$ cat src/rtl/vga_timing_pipe.sv
// vga_timing_pipe
// Parametrised VGA timing generator with a colour output stage. A clock
// divider produces a one-clk pixel tick (px_ce). Horizontal and vertical
// counters advance on each tick. Raw sync and active-video flags are delayed
// by LAT ticks so they line up with colour from a pixel source of fixed
// latency. The colour is then truncated to OBITS per channel and blanked
// outside the active area.
//
// Ports
//   clk            system clock
//   clr            asynchronous active-low reset
//   Rp/Gp/Bp       source colour for the pixel issued LAT ticks earlier
//   px_ce          pixel-tick enable, one clk wide
//   x_px / y_px    raw horizontal / vertical counters (including blanking)
//   frame_start    first tick of a frame
//   line_start     first tick of each line
//   hsync / vsync  sync outputs, aligned with the colour outputs
//   red/green/blue_monitor  quantised colour outputs
module vga_timing_pipe #(
  parameter int   H_ACTIVE = 640,
  parameter int   H_FP     = 16,
  parameter int   H_SYNC   = 96,
  parameter int   H_BP     = 48,
  parameter int   V_ACTIVE = 480,
  parameter int   V_FP     = 10,
  parameter int   V_SYNC   = 2,
  parameter int   V_BP     = 33,
  parameter logic HS_POL   = 1'b0,
  parameter logic VS_POL   = 1'b0,
  parameter int   PX_DIV   = 1,
  parameter int   LAT      = 2,
  parameter int   CBITS    = 8,
  parameter int   OBITS    = 1,
  parameter int   XW       = 10,
  parameter int   YW       = 10
) (
  input  logic             clk,
  input  logic             clr,
  input  logic [CBITS-1:0] Rp,
  input  logic [CBITS-1:0] Gp,
  input  logic [CBITS-1:0] Bp,
  output logic             px_ce,
  output logic [XW-1:0]    x_px,
  output logic [YW-1:0]    y_px,
  output logic             frame_start,
  output logic             line_start,
  output logic             hsync,
  output logic             vsync,
  output logic [OBITS-1:0] red_monitor,
  output logic [OBITS-1:0] green_monitor,
  output logic [OBITS-1:0] blue_monitor
);

  localparam int H_TOTAL  = H_ACTIVE + H_FP + H_SYNC + H_BP;
  localparam int V_TOTAL  = V_ACTIVE + V_FP + V_SYNC + V_BP;
  localparam int HS_START = H_ACTIVE + H_FP;
  localparam int HS_END   = HS_START + H_SYNC;
  localparam int VS_START = V_ACTIVE + V_FP;
  localparam int VS_END   = VS_START + V_SYNC;

  localparam logic [XW-1:0] H_LAST   = XW'(H_TOTAL - 1);
  localparam logic [YW-1:0] V_LAST   = YW'(V_TOTAL - 1);
  localparam logic [3:0]    DIV_LAST = 4'(PX_DIV - 1);

  logic [3:0]    div_q, div_d;
  logic          px_ce_q, px_ce_d;
  logic [XW-1:0] h_q, h_d;
  logic [YW-1:0] v_q, v_d;

  logic act_raw, hs_raw, vs_raw;
  logic act_dly, hs_dly, vs_dly;

  logic             hsync_q, hsync_d;
  logic             vsync_q, vsync_d;
  logic [OBITS-1:0] red_q, red_d;
  logic [OBITS-1:0] green_q, green_d;
  logic [OBITS-1:0] blue_q, blue_d;

  // Only the top OBITS of each channel reach the monitor.
  logic unused_colour_lsbs;
  assign unused_colour_lsbs = ^{Rp, Gp, Bp};

  // Divider and counters
  always_comb begin
    div_d   = (div_q == DIV_LAST) ? 4'd0 : div_q + 4'd1;
    px_ce_d = (div_q == DIV_LAST);
    h_d     = h_q;
    v_d     = v_q;
    if (px_ce_q) begin
      if (h_q == H_LAST) begin
        h_d = '0;
        v_d = (v_q == V_LAST) ? '0 : v_q + YW'(1);
      end else begin
        h_d = h_q + XW'(1);
      end
    end
  end

  always_ff @(posedge clk or negedge clr) begin
    if (!clr) begin
      div_q   <= '0;
      px_ce_q <= 1'b0;
      h_q     <= '0;
      v_q     <= '0;
    end else begin
      div_q   <= div_d;
      px_ce_q <= px_ce_d;
      h_q     <= h_d;
      v_q     <= v_d;
    end
  end

  // Raw flags for the pixel currently being issued
  always_comb begin
    act_raw = (32'(h_q) < H_ACTIVE) && (32'(v_q) < V_ACTIVE);
    hs_raw  = (32'(h_q) >= HS_START) && (32'(h_q) < HS_END);
    vs_raw  = (32'(v_q) >= VS_START) && (32'(v_q) < VS_END);
  end

  // Alignment pipeline: {act, hs, vs} per stage, newest in the low bits.
  // A reset stage reads as blanked, non-sync.
  if (LAT == 0) begin : g_nolat
    assign act_dly = act_raw;
    assign hs_dly  = hs_raw;
    assign vs_dly  = vs_raw;
  end else begin : g_lat
    logic [3*LAT-1:0] sr_q, sr_d;
    if (LAT == 1) begin : g_one
      always_comb sr_d = px_ce_q ? {act_raw, hs_raw, vs_raw} : sr_q;
    end else begin : g_many
      always_comb sr_d = px_ce_q ? {sr_q[3*LAT-4:0], act_raw, hs_raw, vs_raw} : sr_q;
    end
    always_ff @(posedge clk or negedge clr) begin
      if (!clr) sr_q <= '0;
      else      sr_q <= sr_d;
    end
    assign {act_dly, hs_dly, vs_dly} = sr_q[3*LAT-1 -: 3];
  end

  // Output register, loaded once per pixel tick
  always_comb begin
    hsync_d = hsync_q;
    vsync_d = vsync_q;
    red_d   = red_q;
    green_d = green_q;
    blue_d  = blue_q;
    if (px_ce_q) begin
      hsync_d = hs_dly ? HS_POL : ~HS_POL;
      vsync_d = vs_dly ? VS_POL : ~VS_POL;
      red_d   = act_dly ? Rp[CBITS-1 -: OBITS] : '0;
      green_d = act_dly ? Gp[CBITS-1 -: OBITS] : '0;
      blue_d  = act_dly ? Bp[CBITS-1 -: OBITS] : '0;
    end
  end

  always_ff @(posedge clk or negedge clr) begin
    if (!clr) begin
      hsync_q <= ~HS_POL;
      vsync_q <= ~VS_POL;
      red_q   <= '0;
      green_q <= '0;
      blue_q  <= '0;
    end else begin
      hsync_q <= hsync_d;
      vsync_q <= vsync_d;
      red_q   <= red_d;
      green_q <= green_d;
      blue_q  <= blue_d;
    end
  end

  assign px_ce         = px_ce_q;
  assign x_px          = h_q;
  assign y_px          = v_q;
  assign line_start    = px_ce_q && (h_q == '0);
  assign frame_start   = px_ce_q && (h_q == '0) && (v_q == '0);
  assign hsync         = hsync_q;
  assign vsync         = vsync_q;
  assign red_monitor   = red_q;
  assign green_monitor = green_q;
  assign blue_monitor  = blue_q;

endmodule

$ cat config.mk
export PLATFORM = sky130hd
export DESIGN_NAME = vga_timing_pipe
export DESIGN_NICKNAME = d
export VERILOG_FILES = /design/src/rtl/vga_timing_pipe.sv
export SDC_FILE = /design/constraint.sdc
export NUM_CORES = 1
export LEC_CHECK = 0
export ABC_CLOCK_PERIOD_IN_PS = 3600
export CORE_UTILIZATION = 25
export CTS_CLUSTER_SIZE = 16
export DETAILED_ROUTE_END_ITERATION = 7
export HOLD_SLACK_MARGIN = 0.02
export PLACE_DENSITY = 0.46
export SLEW_MARGIN = 20
export SYNTH_ARGS = -nofsm -noshare
export SYNTH_HDL_FRONTEND = slang
export SYNTH_SLANG_ARGS = --single-unit
$ cat constraint.sdc
create_clock -name clk -period 3.6 [get_ports clk]
set_input_delay 0.72 -clock clk [delete_from_list [all_inputs] [get_ports clk]]
set_output_delay 0.72 -clock clk [all_outputs]
set_load 0.01 [all_outputs]
==> run_results.csv, run 1 <==
group,metric,value,unit
setup_path,cp_cell_sequence,"inv_1 > ha_1 > nor4b_1 > and4_1 > and3_1 > clkdlybuf4s50_1",
place,hpwl,2540,µm
floorplan,ioPinCount,54,
cts,clk_path_buf_depth,2,
logic_synthesis,synth.cell_area,0.00175,mm²
logic_synthesis,synth.area.mux_share,0.0545,
timing,fin_crit_sh,0.817,
cts,holdBufCountCts,0,
logic_synthesis,synth_top_family_by_area,"simple AND/OR/NAND/NOR gates",
route,drt_iter0_markers,53,
run_status,violations,"DRC",
logic_synthesis,synth_xor_area_frac,0.0552,
final_layout,nNetsFinal,238,
global_route,grt_pass1_vias,1343,
power_and_ir_drop,leakage,1.02,nW
logic_synthesis,ys_ff_latch,36,
logic_synthesis,seq_area_frac_synth,0.518,
route,wirelength,3740,µm
setup_path,arrival,2.22,ns
logic_synthesis,syn-num-nets,202,
logic_synthesis,synth.top_cell.area_share,0.487,
global_route,antenna_found_initial,0,
timing,finalSetupViolCount,0,
timing,slew_headroom,0.690,
route,drt_pass1_iterations,6,
timing,period_minus_slack,2.94,ns
route,wl_per_cell,13.0,µm
logic_synthesis,synthTopCellsByArea,"dfrtp_1 49%, ha_1 4.3%, nand3_1 4.3%",
cts,clock_sinks,36,
cts,path_clk_slew,0.07,ns
setup_path,setup.worst_path.start_class,"register",
route,wl_met3,180,µm
logic_synthesis,synthAdderAreaFrac,0.0430,
setup_path,slowest_delay,0.53,ns
logic_synthesis,synth_compound_area_frac,0.0602,
cts,cts_root_buffer,"clkbuf_8",
logic_synthesis,async_flop_share,1.00,
route,top_layer_used,"met4",
global_route,overflow,0,
logic_synthesis,synth_warnings,0,
place,io_buffers,32,
setup_path,cp_slowest_cell,"clkdlybuf4s50_1",
setup_path,endpoint_kind,"output pin",
power_and_ir_drop,power_density,344,mW/mm²
floorplan,dieWidth,85.6,µm
final_layout,fillers,705,
logic_synthesis,yosys.area_share.simple,0.222,
timing,finalSetupTns,0,ns
setup_path,path_class,"reg -> out",
final_layout,diodes,0,
final_layout,syn_to_final_growth,29.5,%
logic_synthesis,netlist_instances,170,
logic_synthesis,yosysUniqueCellTypes,35,
route,via_per_inst,4.69,
cts,postCtsSetupBuffers,0,
setup_path,crit_fanout,4,
timing,rsz0062_at_grt,"no",
final_layout,final_layout_size_suffix_gt1_frac,0.0918,
cts,clkLatencyLatePin,0.29,ns
route,post-route-drc-count,1,
floorplan,core_area,0.00676,mm²
power_and_ir_drop,ir_drop,0.165,mV
global_route,grt_first_pass_wirelength,6480,µm
timing,whs,0.410,ns
final_layout,final_common_cell,"dfrtp_1",
cts,htree_num_levels,2,
cts,cts_buffers,5,
logic_synthesis,synth_edf_count,0,
floorplan,start_util,0.258,
global_route,grt_max_degree,37,
timing,worst_pin_slew,0.464,ns
timing,max_freq,0.340,GHz
setup_path,cp.required,2.88,ns
logic_synthesis,synth_area_per_cell,10.3,µm²
logic_synthesis,synthFlopType,"dfrtp_1",
route,dr_wl_met2,1630,µm
floorplan,die_area,0.00732,mm²
flow_run,max_cap_violations,0,
cts,cts_tree,"yes",
route,vias,1345,
worst_hold_path,hp-class,"reg -> reg",
route,final_antenna_net_count,0,
floorplan,rows,30,
route,drt-met1-wl,1860,µm
logic_synthesis,yosys.area.top_type,"dfrtp_1",
run_status,status,"finished with violations",
global_route,track_usage,0.114,
place,gp_congestion,0.776,
floorplan,fp.dieH,85.6,µm
timing,fin_skew,0.00353,ns
timing,slew_violations,0,
cts,ctsResizeCount,0,
final_layout,mostFrequentLayoutCells,"34 x dfrtp_1, 32 x clkdlybuf4s50_1, 15 x inv_1, 15 x nand3_1, 13 x o21ai_0",
timing,finalHoldViolCount,0,
[kinds of logic after synthesis]
logic type                 Yosys count
AOI/OAI and AO/OA                   20
and+or+nand+nor                     68
xor gates and xnor gates            11
adders and majority gates            6
DFF                                 36
buffers and inverters               20
muxes                                9
[through the flow]
| stage | cells | setup WS [ns] | instance area (µm²) | utilization | power, mW |
|---|---|---|---|---|---|
| after floorplan | 170 | 1.58 | 1750 | - | 0.417 |
| after global placement | 279 | 0.943 | 2150 | 0.319 | 0.435 |
| after detailed placement | 279 | 0.963 | 2150 | 0.319 | 0.435 |
| after CTS | 287 | 0.626 | 2260 | 0.335 | 0.796 |
| after global routing | 287 | 0.526 | 2260 | 0.335 | 0.811 |
| final | 287 | 0.659 | 2260 | 0.335 | 0.778 |
[registers in the layout, summed over array words and instances, names as in the netlist, 4 cells and up]
| signal | count |
|---|---|
| x_px | 10 |
| g_lat.sr_q | 6 |
| div_q | 4 |
| y_px | 10 |
[report_power, final]
group	internal, mW	switching [mW]	leakage, nW
Sequential	0.406	0.000709	0.464
Clock	0.206	0.147	0.0552
Combinational	0.00831	0.0107	0.503
[area by class of cell]
class                      instances  area (µm²)  area share
sequential                        36         903       0.400
multi-input combinational        114         758       0.335
clock inverter                     2        35.0      0.0155
inverter                          15        56.3      0.0249
clock buffer                       6        72.6      0.0321
timing repair buffer              34         335       0.148
tap                               80         100      0.0443
[final timing paths]
| path | from | to | slack, ns | depth (start not counted) |
|---|---|---|---|---|
| max | x_px[0]$_DFFE_PN0P_ | frame_start | 0.66 | 6 |
| min | g_lat.sr_q[3]$_DFFE_PN0P_ | vsync$_DFFE_PN1P_ | 0.41 | 1 |
| max reg2reg | x_px[1]$_DFFE_PN0P_ | y_px[6]$_DFFE_PN0P_ | 1.61 | 5 |
| min reg2reg | g_lat.sr_q[3]$_DFFE_PN0P_ | vsync$_DFFE_PN1P_ | 0.41 | 1 |
| max in group asynchronous | clr | hsync$_DFFE_PN1P_ | 2.40 | 2 |
| min in group asynchronous | clr | g_lat.sr_q[3]$_DFFE_PN0P_ | 0.85 | 2 |
[synthesized netlist by cell type (3+ instances only)]
master,n
dfrtp_1,34
inv_1,15
nand3_1,15
o21ai_0,13
nor2_1,12
nand2_1,9
and3_1,8
ha_1,6
nand4_1,6
xor2_1,6
mux2i_1,5
xnor2_1,5
a21oi_1,4
mux2_2,4
and4_1,3
[routing by layer]
layer	global-route usage	vias to the layer above
li1	-	658
met1	0.153	654
met2	0.177	26
met3	0.0269	7
met4	0.0455	0
met5	0	-
[worst max-delay path: cells and delay by family, from the launching register on]
| family | cells | cell delay (ns) |
|---|---|---|
| and+or+nand+nor | 3 | 0.74 |
| buffers and inverters | 2 | 0.63 |
| DFF | 1 | 0.41 |
| adders and majority gates | 1 | 0.15 |
Note: power is estimated with default switching activity, not from simulation.
==> inputs of run 2 (changes only) <==
Settings changed: ABC_CLOCK_PERIOD_IN_PS 3600 to 2900.
Clock period 3.6 ns to 2.9 ns, I/O delays scaled along.
==> run 2 against run 1 <==
Effect of this change:
- the flow still finishes with violations (DRC)
- clock skew increased by 0.00065 ns
- sequential power increased by 24%
- global-route usage increased by 0.16 points
- critical path depth unchanged
- first-iteration DRC count increased by 51%
- total power increased by 24%
- worst hold slack improved by 0.0010 ns
- clock-buffer cell count unchanged
- cell area increased by 0.28%
- utilization increased by 0.093 points
- largest cell class unchanged
==> run_results.csv, run 2 (synthesized netlist as in run 1, its figures left out) <==
group,metric,value,unit
final_layout,final_area,0.00227,mm²
timing,finalSetupViolCount,0,
setup_path,path_class,"reg -> out",
run_status,status,"finished with violations",
global_route,grt_busiest_layer,"met2",
final_layout,multi_input_area,764,µm²
cts,clkLatencyLatePin,0.28,ns
worst_hold_path,whs_endpoint,"vsync$_DFFE_PN1P_",
place,dpl-instance-area,0.00215,mm²
global_route,met3_usage,0.0289,
cts,postCtsSetupBuffers,0,
timing,setup_slack,0.195,ns
floorplan,start_util,0.258,
place,dp_slack,0.399,ns
timing,rsz0062_at_grt,"no",
cts,clk_path_buf_depth,2,
power_and_ir_drop,finalPower,0.962,mW
setup_path,r2r_slack,0.89,ns
cts,path_clk_slew,0.07,ns
cts,clock_sinks,36,
route,final_antenna_net_count,0,
global_route,grt_pass1_vias,1336,
timing,fin_skew,0.00418,ns
timing,slew_violations,0,
global_route,grt_max_degree,37,
worst_hold_path,hp-class,"reg -> reg",
cts,cts_tree,"yes",
final_layout,syn_to_final_growth,29.9,%
route,drt_iter0_markers,80,
final_layout,final_common_cell,"dfrtp_1",
timing,finalSetupTns,0,ns
route,drt_pass1_iterations,6,
final_layout,regArea,903,µm²
setup_path,cp.required,2.32,ns
global_route,grt_use_met1,0.164,
timing,fin_crit_sh,0.933,
final_layout,fin_cells,287,
floorplan,core_area,0.00676,mm²
place,io_buffers,32,
route,vias,1317,
power_and_ir_drop,power_density,424,mW/mm²
floorplan,ioPinCount,54,
timing,period_minus_slack,2.71,ns
worst_hold_path,min_from,"g_lat.sr_q[3]$_DFFE_PN0P_",
final_layout,fillers,704,
global_route,use_met2,0.169,
final_layout,mostFrequentLayoutCells,"34 x dfrtp_1, 32 x clkdlybuf4s50_1, 15 x inv_1, 15 x nand3_1, 13 x o21ai_0",
setup_path,arrival,2.13,ns
timing,max_freq,0.370,GHz
cts,cts_buffers,5,
power_and_ir_drop,leakage,1.03,nW
floorplan,die_area,0.00732,mm²
route,wl_per_cell,13.0,µm
final_layout,diodes,0,
global_route,track_usage,0.115,
power_and_ir_drop,ir_drop,0.184,mV
floorplan,rows,30,
floorplan,fp.dieH,85.6,µm
place,hpwl,2580,µm
global_route,grt_first_pass_wirelength,6550,µm
setup_path,r2r_start,"px_ce$_DFF_PN0_",
place,post-place-cells,279,
global_route,overflow,0,
final_layout,final_layout_size_suffix_gt1_frac,0.0966,
route,wirelength,3740,µm
setup_path,worst_r2r_path_depth,5,
timing,slew_headroom,0.675,
run_status,violations,"DRC",
flow_run,max_cap_violations,0,
cts,cts_root_buffer,"clkbuf_8",
timing,worst_pin_slew,0.487,ns
cts,htree_num_levels,2,
cts,holdBufCountCts,0,
final_layout,nNetsFinal,238,
place,gp_congestion,0.775,
worst_hold_path,min_path_cells,1,
route,post-route-drc-count,1,
setup_path,setup.worst_path.start_class,"register",
setup_path,r2r_end,"y_px[8]$_DFFE_PN0P_",
setup_path,endpoint_kind,"output pin",
timing,finalHoldViolCount,0,
setup_path,crit_fanout,4,
global_route,antenna_found_initial,0,
floorplan,dieWidth,85.6,µm
route,via_per_inst,4.59,
## run 2: cell counts in the layout (fill, tap and decap cells not counted)
Identical to the previous run, type by type.
## run 2: what timing repair did
action	CTS	global route
setup endpoints to repair	0	1
hold endpoints to repair	0	0
gates resized for setup	0	1
## run 2: cell type report
class                           instances  share of cell area
Tap cell                               80              0.0442
Clock inverter                          2              0.0155
Inverter                               15              0.0248
Clock buffer                            6              0.0320
Multi-Input combinational cell        114               0.337
Sequential cell                        36               0.398
Timing Repair Buffer                   34               0.148
## run 2: worst max path at each step
stage	from	to	slack [ns]	depth (start not counted)
detailed placement	x_px[0]$_DFFE_PN0P_	frame_start	0.40	6
CTS	x_px[0]$_DFFE_PN0P_	frame_start	0.06	6
floorplan	x_px[0]$_DFFE_PN0P_	frame_start	1.02	5
global placement	x_px[0]$_DFFE_PN0P_	frame_start	0.39	6
global route	x_px[0]$_DFFE_PN0P_	frame_start	0.08	6
finish	x_px[0]$_DFFE_PN0P_	frame_start	0.19	6
## run 2: layer usage
metal	up-vias	part of all wire
li1	658	-
met3	2	0.045
met1	631	0.51
met2	26	0.44
met5	-	0
met4	0	0.0037
## run 2: stage by stage
step	hold slack (ns)	utilization
after global routing	0.445	0.336
after detailed placement	0.407	0.319
after global placement	0.399	0.319
after floorplan	0.284	-
after CTS	0.418	0.335
final	0.411	0.336
## run 2: where the power goes
| group | switching (mW) | leakage [nW] | total (mW) | internal [mW] |
|---|---|---|---|---|
| Sequential | 0.000896 | 0.464 | 0.505 | 0.504 |
| Clock | 0.179 | 0.0552 | 0.434 | 0.255 |
| Combinational | 0.0132 | 0.506 | 0.0235 | 0.0103 |
| Total | 0.193 | 1.03 | 0.962 | 0.769 |
## run 2: critical path: stages (launching register included)
cell and delay (ns):
dfrtp_1 0.41, inv_1 0.10, ha_1 0.16, nor4b_2 0.21
and4_1 0.27, and3_1 0.16, clkdlybuf4s50_1 0.53
==> inputs of run 3 (changes only) <==
Settings changed: CAP_MARGIN set to 10.
==> results of run 3 <==
The final DEF is identical to that of run 2; final timing and power are the same.
